`config.mk`:
```
export PLATFORM = sky130hd
export DESIGN_NAME = sdr_ch3_arbiter
export DESIGN_NICKNAME = d
export VERILOG_FILES = /design/src/rtl/xain_pkg.sv /design/src/rtl/sdr_ch3_arbiter.sv
export SDC_FILE = /design/constraint.sdc
export NUM_CORES = 1
export LEC_CHECK = 0
export CAP_MARGIN = 15
export CORE_MARGIN = 1
export CORE_UTILIZATION = 40
export DETAILED_ROUTE_END_ITERATION = 8
export GPL_ROUTABILITY_DRIVEN = 0
export HOLD_SLACK_MARGIN = 0.02
export PLACE_DENSITY = 0.77
export SYNTH_ARGS = -nofsm -noshare
export SYNTH_HDL_FRONTEND = slang
export SYNTH_SLANG_ARGS = --single-unit
```
`constraint.sdc`:
```
create_clock -name clk -period 3.3 [get_ports clk]
set_clock_uncertainty 0.2 [all_clocks]
set_input_delay 0.33 -clock clk [delete_from_list [all_inputs] [get_ports clk]]
set_output_delay 0.33 -clock clk [all_outputs]
set_load 0.01 [all_outputs]
```
`src/rtl/xain_pkg.sv`:
```
// Shared types and constants for the XSleena core.
// Holds the SDRAM channel 3 arbiter state, owner and watchdog width.
package xain_pkg;

    typedef enum logic [1:0] {
        ARB_IDLE,
        ARB_ISSUE,
        ARB_DONE
    } ch3_arb_state_t;

    typedef enum logic {
        OWN_ROM,
        OWN_BG2
    } ch3_owner_t;

    localparam int CH3_WD_W = 10;

endpackage

```
`src/rtl/sdr_ch3_arbiter.sv`:
```
// SDRAM channel 3 arbiter: ROM-download writes versus BG2 tile reads, with
// registered grant, null completion of BG2 during download and an access watchdog.
module sdr_ch3_arbiter
    import xain_pkg::*;
#(
    parameter int TIMEOUT_CYCLES = 1023
)
(
    input  logic        clk,
    input  logic        reset,
    input  logic        rom_mode,
    input  logic        rom_req,
    input  logic [24:0] rom_addr,
    input  logic [15:0] rom_data,
    input  logic [1:0]  rom_be,
    output logic        rom_rdy,
    input  logic        bg2_req,
    input  logic [24:0] bg2_addr,
    output logic [15:0] bg2_dout,
    output logic        bg2_rdy,
    output logic        ch3_req,
    output logic [23:0] ch3_addr,
    output logic [15:0] ch3_din,
    output logic [1:0]  ch3_be,
    output logic        ch3_rnw,
    input  logic [15:0] ch3_dout,
    input  logic        ch3_ready,
    output logic        busy,
    output logic        timeout
);

    localparam logic [CH3_WD_W-1:0] WD_LAST = CH3_WD_W'(TIMEOUT_CYCLES - 1);

    ch3_arb_state_t      r_state;
    ch3_arb_state_t      w_stateNext;
    ch3_owner_t          r_owner;
    logic [CH3_WD_W-1:0] r_wd;
    logic                r_romRdy;
    logic                r_bg2Rdy;
    logic [15:0]         r_bg2Dout;
    logic                r_ch3Req;
    logic [23:0]         r_ch3Addr;
    logic [15:0]         r_ch3Din;
    logic [1:0]          r_ch3Be;
    logic                r_ch3Rnw;
    logic                r_busy;
    logic                r_timeout;
    logic                r_nullPulse;

    logic w_grantRom;
    logic w_grantBg2;
    logic w_finish;
    logic w_expire;
    logic w_bg2Served;
    logic w_nullFire;
    logic w_unused;

    // Byte address bit 0 has no meaning on the 16-bit SDRAM word bus.
    assign w_unused = rom_addr[0] ^ bg2_addr[0];

    always_ff @(posedge clk or posedge reset) begin
        if (reset) begin
            r_state <= ARB_IDLE;
        end else begin
            r_state <= w_stateNext;
        end
    end

    always_comb begin
        w_stateNext = r_state;
        w_grantRom  = 1'b0;
        w_grantBg2  = 1'b0;
        w_finish    = 1'b0;
        w_expire    = 1'b0;
        case (r_state)
            ARB_IDLE: begin
                if (rom_req && rom_mode) begin
                    w_grantRom  = 1'b1;
                    w_stateNext = ARB_ISSUE;
                end else if (bg2_req && !rom_mode) begin
                    w_grantBg2  = 1'b1;
                    w_stateNext = ARB_ISSUE;
                end
            end
            // A ready arriving on the expiry cycle wins: it is a normal completion.
            ARB_ISSUE: begin
                if (ch3_ready) begin
                    w_finish    = 1'b1;
                    w_stateNext = ARB_DONE;
                end else if (r_wd == WD_LAST) begin
                    w_finish    = 1'b1;
                    w_expire    = 1'b1;
                    w_stateNext = ARB_DONE;
                end
            end
            ARB_DONE: begin
                w_stateNext = ARB_IDLE;
            end
            default: begin
                w_stateNext = ARB_IDLE;
            end
        endcase
    end

    assign w_bg2Served = (r_state != ARB_IDLE) && (r_owner == OWN_BG2);
    assign w_nullFire  = rom_mode && bg2_req && !w_bg2Served && !r_nullPulse;

    always_ff @(posedge clk or posedge reset) begin
        if (reset) begin
            r_owner     <= OWN_ROM;
            r_wd        <= '0;
            r_romRdy    <= 1'b0;
            r_bg2Rdy    <= 1'b0;
            r_bg2Dout   <= 16'h0000;
            r_ch3Req    <= 1'b0;
            r_ch3Addr   <= 24'h000000;
            r_ch3Din    <= 16'h0000;
            r_ch3Be     <= 2'b00;
            r_ch3Rnw    <= 1'b1;
            r_busy      <= 1'b0;
            r_timeout   <= 1'b0;
            r_nullPulse <= 1'b0;
        end else begin
            r_romRdy    <= 1'b0;
            r_bg2Rdy    <= 1'b0;
            r_nullPulse <= w_nullFire;

            if (w_grantRom) begin
                r_owner   <= OWN_ROM;
                r_ch3Addr <= rom_addr[24:1];
                r_ch3Din  <= rom_data;
                r_ch3Be   <= rom_be;
                r_ch3Rnw  <= 1'b0;
                r_ch3Req  <= 1'b1;
                r_busy    <= 1'b1;
                r_wd      <= '0;
            end else if (w_grantBg2) begin
                r_owner   <= OWN_BG2;
                r_ch3Addr <= bg2_addr[24:1];
                r_ch3Din  <= 16'h0000;
                r_ch3Be   <= 2'b11;
                r_ch3Rnw  <= 1'b1;
                r_ch3Req  <= 1'b1;
                r_busy    <= 1'b1;
                r_wd      <= '0;
            end

            if (r_state == ARB_ISSUE) begin
                r_wd <= r_wd + 1'b1;
            end

            if (w_finish) begin
                r_ch3Req <= 1'b0;
                if (r_owner == OWN_BG2) begin
                    r_bg2Rdy  <= 1'b1;
                    r_bg2Dout <= w_expire ? 16'hFFFF : ch3_dout;
                end else begin
                    r_romRdy <= 1'b1;
                end
                if (w_expire) begin
                    r_timeout <= 1'b1;
                end
            end

            // Download-time BG2 reads complete with zero data, never touching SDRAM.
            if (w_nullFire) begin
                r_bg2Rdy  <= 1'b1;
                r_bg2Dout <= 16'h0000;
            end

            if (r_state == ARB_DONE) begin
                r_busy <= 1'b0;
            end
        end
    end

    assign rom_rdy  = r_romRdy;
    assign bg2_rdy  = r_bg2Rdy;
    assign bg2_dout = r_bg2Dout;
    assign ch3_req  = r_ch3Req;
    assign ch3_addr = r_ch3Addr;
    assign ch3_din  = r_ch3Din;
    assign ch3_be   = r_ch3Be;
    assign ch3_rnw  = r_ch3Rnw;
    assign busy     = r_busy;
    assign timeout  = r_timeout;

endmodule
```
==> reports/metrics.cfg, run 1 <==
[run_status]
status = completed

[place]
port_buffers = 151
hpwlAfterDp_mm = 6.02

[grt]
grt-ovfl-total = 0
antenna_found_initial = 0
grt_use_total_pct = 19.3
grt_max_degree = 67
grt_pass1_vias = 2798
grt_pass1_wl_mm = 13.3

[synth]
yosysWarnings = 0
async_reset_ff_share_pct = 100
synth-compound-area-share_pct = 14.6
syn_area_um2 = 3410
yosys-top-cells-count = dfrtp_1, nand2_1, mux2i_1, o21ai_1, a21oi_1
synth_top_flop_cell = dfrtp_1
synth.net_count = 394
synth.area.mux_share_pct = 11.7
synth_xor_area_share_pct = 0.514
netlist_instances = 302
synth_area_leaders = dfrtp_1, mux2i_1, nand2_1
synth_seq_area_share_pct = 57.3
yosysMostFrequentCell = dfrtp_1
synthAdderAreaFrac_pct = 0.734
ys_seq_elements = 78
yosysTopAreaCell = dfrtp_1
synthSimpleGateAreaFrac_pct = 10.7
synth_top_family_by_area = compound AO/OA/AOI/OAI gates
avgSynthCellArea_um2 = 11.3
yosys.cell_types.count = 37
synth_top_area_share_pct = 56.5
synth_edf_count = 0

[cts]
clockRootBuffer = clkbuf_8
clkTransAtPathRegs_ns = 0.08
htree_levels = 3
cts_buffers = 9
cts_buffer_depth = 2
clk-insertion-delay-late_ns = 0.34
tritoncts = yes
post-cts-setup-buffers = 0
cts_hold_buffers = 0
clock_sinks = 78
cts_resized = 0

[timing]
final.period_utilization_pct = 65.5
slew_headroom_pct = 32.9
setup_viol = 0
slew_viol_final = 0
tns_ns = 0
hold_violations = 0
rsz0062_at_grt = false
fmax_mhz = 462
fin_crit_ns = 2.16
tightest_slew_ns = 1.01

[hold_path]
hp-class = in2async

[cells_and_area]
diodes = 0
syn_to_final_growth_pct = 52.6
nets = 542
fin_util_pct = 63.3
drive_above_1_share_pct = 6.59
fill_cells = 658

[power]
p_sw_share_pct = 31.0
p_total_mw = 3.82
comb_power_share_pct = 39.4
ir_drop_mv = 0.388
p_switching_mw = 1.18
p_leak_nw = 2.27
p_seq_share_pct = 39.7
p_per_area_nw_per_um2 = 734
p_clk_share_pct = 20.9
internal-power_mw = 2.63

[die]
die_area_um2 = 8900
rows = 33
die_w_um = 94.3
die_y_um = 94.3
initial_core_util_pct = 41.5
core-area_um2 = 8220
pin_count = 154

[drt]
initialDrtViolationCount = 76
vias = 2825
vias_per_cell = 5.04
firstDrtPassIters = 4
drtAntennaViolNets = 0
wire_per_inst_um = 15.1
wl_mm = 8.48
route.detailed.drc = 0

[critical_path]
cp_max_fo = 24
rrSetupSlack_ns = 1.14
cp_cell_sequence = clkdlybuf4s50_1 -> and4bb_2 -> nor2_2 -> o211ai_1 -> o31ai_1
cp-start-kind = input port
cp_num_buf_inv = 1
required_ns = 3.34
arrival_ns = 2.21
max_stage_delay_ns = 0.78
end_kind = flip-flop
critPathTopFamily = simple AND/OR/NAND/NOR gates
worst-setup-path-type = in2reg
critical-path-slowest-cell = nor2_2

[job]
drv_cap = 0

[metrics by stage]
stage	instances	instance area, µm²	setup slack [ns]	hold slack [ns]
after detailed placement	544	4980	0.800	0.245
after global routing	560	5200	1.04	0.295
final	560	5200	1.14	0.247
after CTS	560	5200	1.16	0.275
after floorplan	302	3410	0.777	0.229
after global placement	544	4980	0.890	0.242
[cell type report]
cell class / instances / area [µm²] / share of cell area, %
flip-flops and latches: 78 / 1950 / 37.6
repair buffers: 157 / 1560 / 29.9
multi-input cells: 197 / 1310 / 25.1
clock buffers: 11 / 141 / 2.72
well taps: 105 / 131 / 2.53
clock inverters: 5 / 83.8 / 1.61
inverters: 7 / 27.5 / 0.529
[path summary, 6_finish.rpt]
path / from / endpoint / cells after the start
worst min register to register: timeout$_DFFE_PP0P_ / timeout$_DFFE_PP0P_ / 1
worst max register to register: r_state[1]$_DFFE_PP0P_ / r_wd[6]$_DFFE_PP0P_ / 4
max in group asynchronous: reset / ch3_addr[12]$_DFFE_PP0P_ / 3
worst min-delay path: reset / ch3_din[1]$_DFFE_PP0P_ / 2
min in group clk: timeout$_DFFE_PP0P_ / timeout$_DFFE_PP0P_ / 1
worst max-delay path: rom_mode / r_wd[6]$_DFFE_PP0P_ / 5
[power by group through the flow]
stage               combinational (mW)  sequential [mW]  clock [mW]
global placement                  1.49             1.52           0
detailed placement                1.52             1.53           0
global route                      1.63             1.56       0.863
CTS                               1.53             1.52       0.818
floorplan                        0.510             1.67           0
finish                            1.50             1.51       0.799
[worst register-to-register path, stage by stage, from the launching register on]
cell and delay (ns):
dfrtp_1 0.47, and4bb_2 0.29, nor2_2 0.78, o211ai_1 0.20, o31ai_1 0.12
[cell usage in the layout, fill, tap and decap left out, types with 3 or more instances in the layout]
cell type	n
a21o_1	3
nand2_1	46
o31ai_1	3
dfrtp_1	77
buf_4	6
nand4_1	3
mux2i_1	40
clkdlybuf4s50_1	151
o21ai_1	19
clkbuf_8	10
o21ai_0	15
a22o_1	16
nand3_1	7
o211ai_1	3
a21oi_1	18
nor2_1	3
inv_1	6
[flip-flops by register name (all words and copies together) (netlist names)]
| register | flops |
|---|---|
| r_nullPulse | 1 |
| ch3_din | 16 |
| r_owner | 1 |
| rom_rdy | 1 |
| ch3_be | 2 |
| r_state | 2 |
| bg2_dout | 16 |
| busy | 1 |
| timeout | 1 |
| ch3_addr | 24 |
| ch3_rnw | 1 |
| bg2_rdy | 1 |
| ch3_req | 1 |
| r_wd | 10 |
[cells by family after synthesis]
logic type / Yosys count
DFF: 78
buffers and inverters: 27
xor gates and xnor gates: 2
AOI/OAI and AO/OA: 81
muxes: 40
and+or+nand+nor: 72
adders and majority gates: 2
[metal layers]
| layer | vias up | part of all wire, % | GRT usage, % |
|---|---|---|---|
| li1 | 1366 | - | - |
| met1 | 1333 | 41 | 24.0 |
| met4 | 0 | 1.6 | 5.00 |
| met5 | - | 0 | 0 |
| met3 | 15 | 11 | 7.52 |
| met2 | 111 | 47 | 31.5 |
No activity file was read; power rests on OpenSTA's default activity.
==> inputs of run 2 (changes only) <==
- CORE_UTILIZATION: 40 -> 38
- clock period: 3.3 -> 1.85 ns (I/O delays scaled with it)
==> run 2 against run 1 <==
Net effect: worst setup slack got worse by 1.1 ns; via count rose by 3.1%; sequential power rose by 79%; global-route usage fell by 0.50 points; critical endpoint is now ch3_rnw; cell count rose by 3.9%; sequential cell count did not move.
==> reports/metrics.cfg, run 2 (synthesized netlist as in run 1, its figures left out) <==
[timing]
slew_headroom_pct = 74.9
final.period_utilization_pct = 96.8
fmax_mhz = 558
slew_viol_final = 0
fin_crit_ns = 1.79
tightest_slew_ns = 0.372
rsz0062_at_grt = false
hold_violations = 0
setup_viol = 0

[critical_path]
cp_num_buf_inv = 1
cp_cell_sequence = clkdlybuf4s50_1
cp-start-kind = flip-flop
required_ns = 1.46
critical-path-slowest-cell = clkdlybuf4s50_1
cp_max_fo = 2
max_stage_delay_ns = 0.54
arrival_ns = 1.41
worst-setup-path-type = reg2out
end_kind = output pin
critPathTopFamily = buffers and inverters

[drt]
vias_per_cell = 5.00
drtAntennaViolNets = 0
wl_mm = 8.63
firstDrtPassIters = 4
route.detailed.drc = 0
wire_per_inst_um = 14.8
vias = 2912
initialDrtViolationCount = 78

[grt]
grt_util_met2_pct = 30.8
grt_pass1_wl_mm = 14.2
groute.layer.met3.usage_pct = 5.85
met1_usage_pct = 24.3
grt_pass1_vias = 2950
antenna_found_initial = 0
grt_use_total_pct = 18.8
grt-ovfl-total = 0
grt.busiest_layer = met2
grt_max_degree = 36

[power]
p_leak_nw = 2.36
p_total_mw = 6.68
p_per_area_nw_per_um2 = 1240
ir_drop_mv = 0.630

[cells_and_area]
diodes = 0
fill_cells = 703
final_cells = 582
syn_to_final_growth_pct = 57.5
nets = 561
final_common_cell = clkdlybuf4s50_1
drive_above_1_share_pct = 10.5
multi_input_area_um2 = 1310
mostFrequentLayoutCells = clkdlybuf4s50_1, dfrtp_1, nand2_1
seq_area_um2 = 1960
largest_reg_flops = 24

[die]
pin_count = 154
die_w_um = 96.7
core-area_um2 = 8720
die_y_um = 96.7
die_area_um2 = 9350
initial_core_util_pct = 39.1
rows = 34

[place]
dp.cells = 565
hpwlAfterDp_mm = 6.46
port_buffers = 151

[cts]
cts_buffers = 9
cts_buffer_depth = 2
clock_sinks = 78
tritoncts = yes
htree_levels = 3
clkTransAtPathRegs_ns = 0.09
clk-insertion-delay-late_ns = 0.34
clockRootBuffer = clkbuf_8

[job]
drv_cap = 0

[hold_path]
hp-class = in2reg

[run_status]
status = completed

run 2: cell types whose count changed in the layout (fill, tap and decap cells not counted):
cell	change
buf_4	+13
inv_6	+1
clkinv_2	+1
bufinv_16	-2
buf_12	+5
dfrtp_1	-2
o21ai_0	-1
o21ai_1	+1
dlygate4sd3_1	+1
dfrtp_2	+2
run 2: final timing paths:
kind | start | endpoint | slack [ns] | cells after the start
worst max-delay path | ch3_rnw$_DFFE_PP1P_ | ch3_rnw | 0.06 | 1
max in group asynchronous | reset | ch3_addr[19]$_DFFE_PP0P_ | 0.36 | 4
worst min register to register | timeout$_DFFE_PP0P_ | timeout$_DFFE_PP0P_ | 0.26 | 1
min in group asynchronous | reset | ch3_addr[12]$_DFFE_PP0P_ | 0.52 | 3
worst min-delay path | rom_addr[3] | ch3_addr[2]$_DFFE_PP0P_ | 0.17 | 3
worst max register to register | r_wd[0]$_DFFE_PP0P_ | bg2_dout[2]$_DFFE_PP0P_ | 0.13 | 7
run 2: power by group:
group          leakage [nW]  total (mW)  internal (mW)  switching, mW
sequential            0.989        2.70           2.33          0.366
combinational          1.29        2.84           1.68           1.16
clock                0.0897        1.14          0.527          0.616
run 2: area by class of cell:
type                            count  area share (%)
Timing Repair Buffer              176            32.9
Sequential cell                    78            36.4
Inverter                            7           0.559
Clock inverter                      5           0.653
Clock buffer                       11            2.63
Multi-Input combinational cell    197            24.4
Tap cell                          108            2.52
run 2: layer usage:
layer	wire length (µm)	part of all wire, %
met3	561	6.5
met1	3880	45
met2	4140	48
met4	58	0.67
met5	0	0
run 2: repair_timing:
action	CTS	global route
buffers inserted	0	0
endpoints found under the hold margin	11	0
gates resized for setup	0	3
setup endpoints to repair	0	2
hold buffers	1	0
run 2: worst min-delay path: stages:
cell	delay (ns)
clkdlybuf4s50_1	0.40
nand2_1	0.05
o21ai_1	0.05
run 2: metrics by stage:
stage               hold WS [ns]  utilization [%]  instance area [µm²]  setup slack [ns]  setup TNS [ns]
finish                     0.172             61.6                 5370            0.0588               0
global route               0.163             61.6                 5370           0.00283               0
CTS                        0.153             61.5                 5370            0.0273               0
detailed placement         0.246             59.4                 5180           -0.0615           -1.04
global placement           0.244             59.4                 5180           -0.0246          -0.212
floorplan                 0.0844                -                 3410             0.141               0
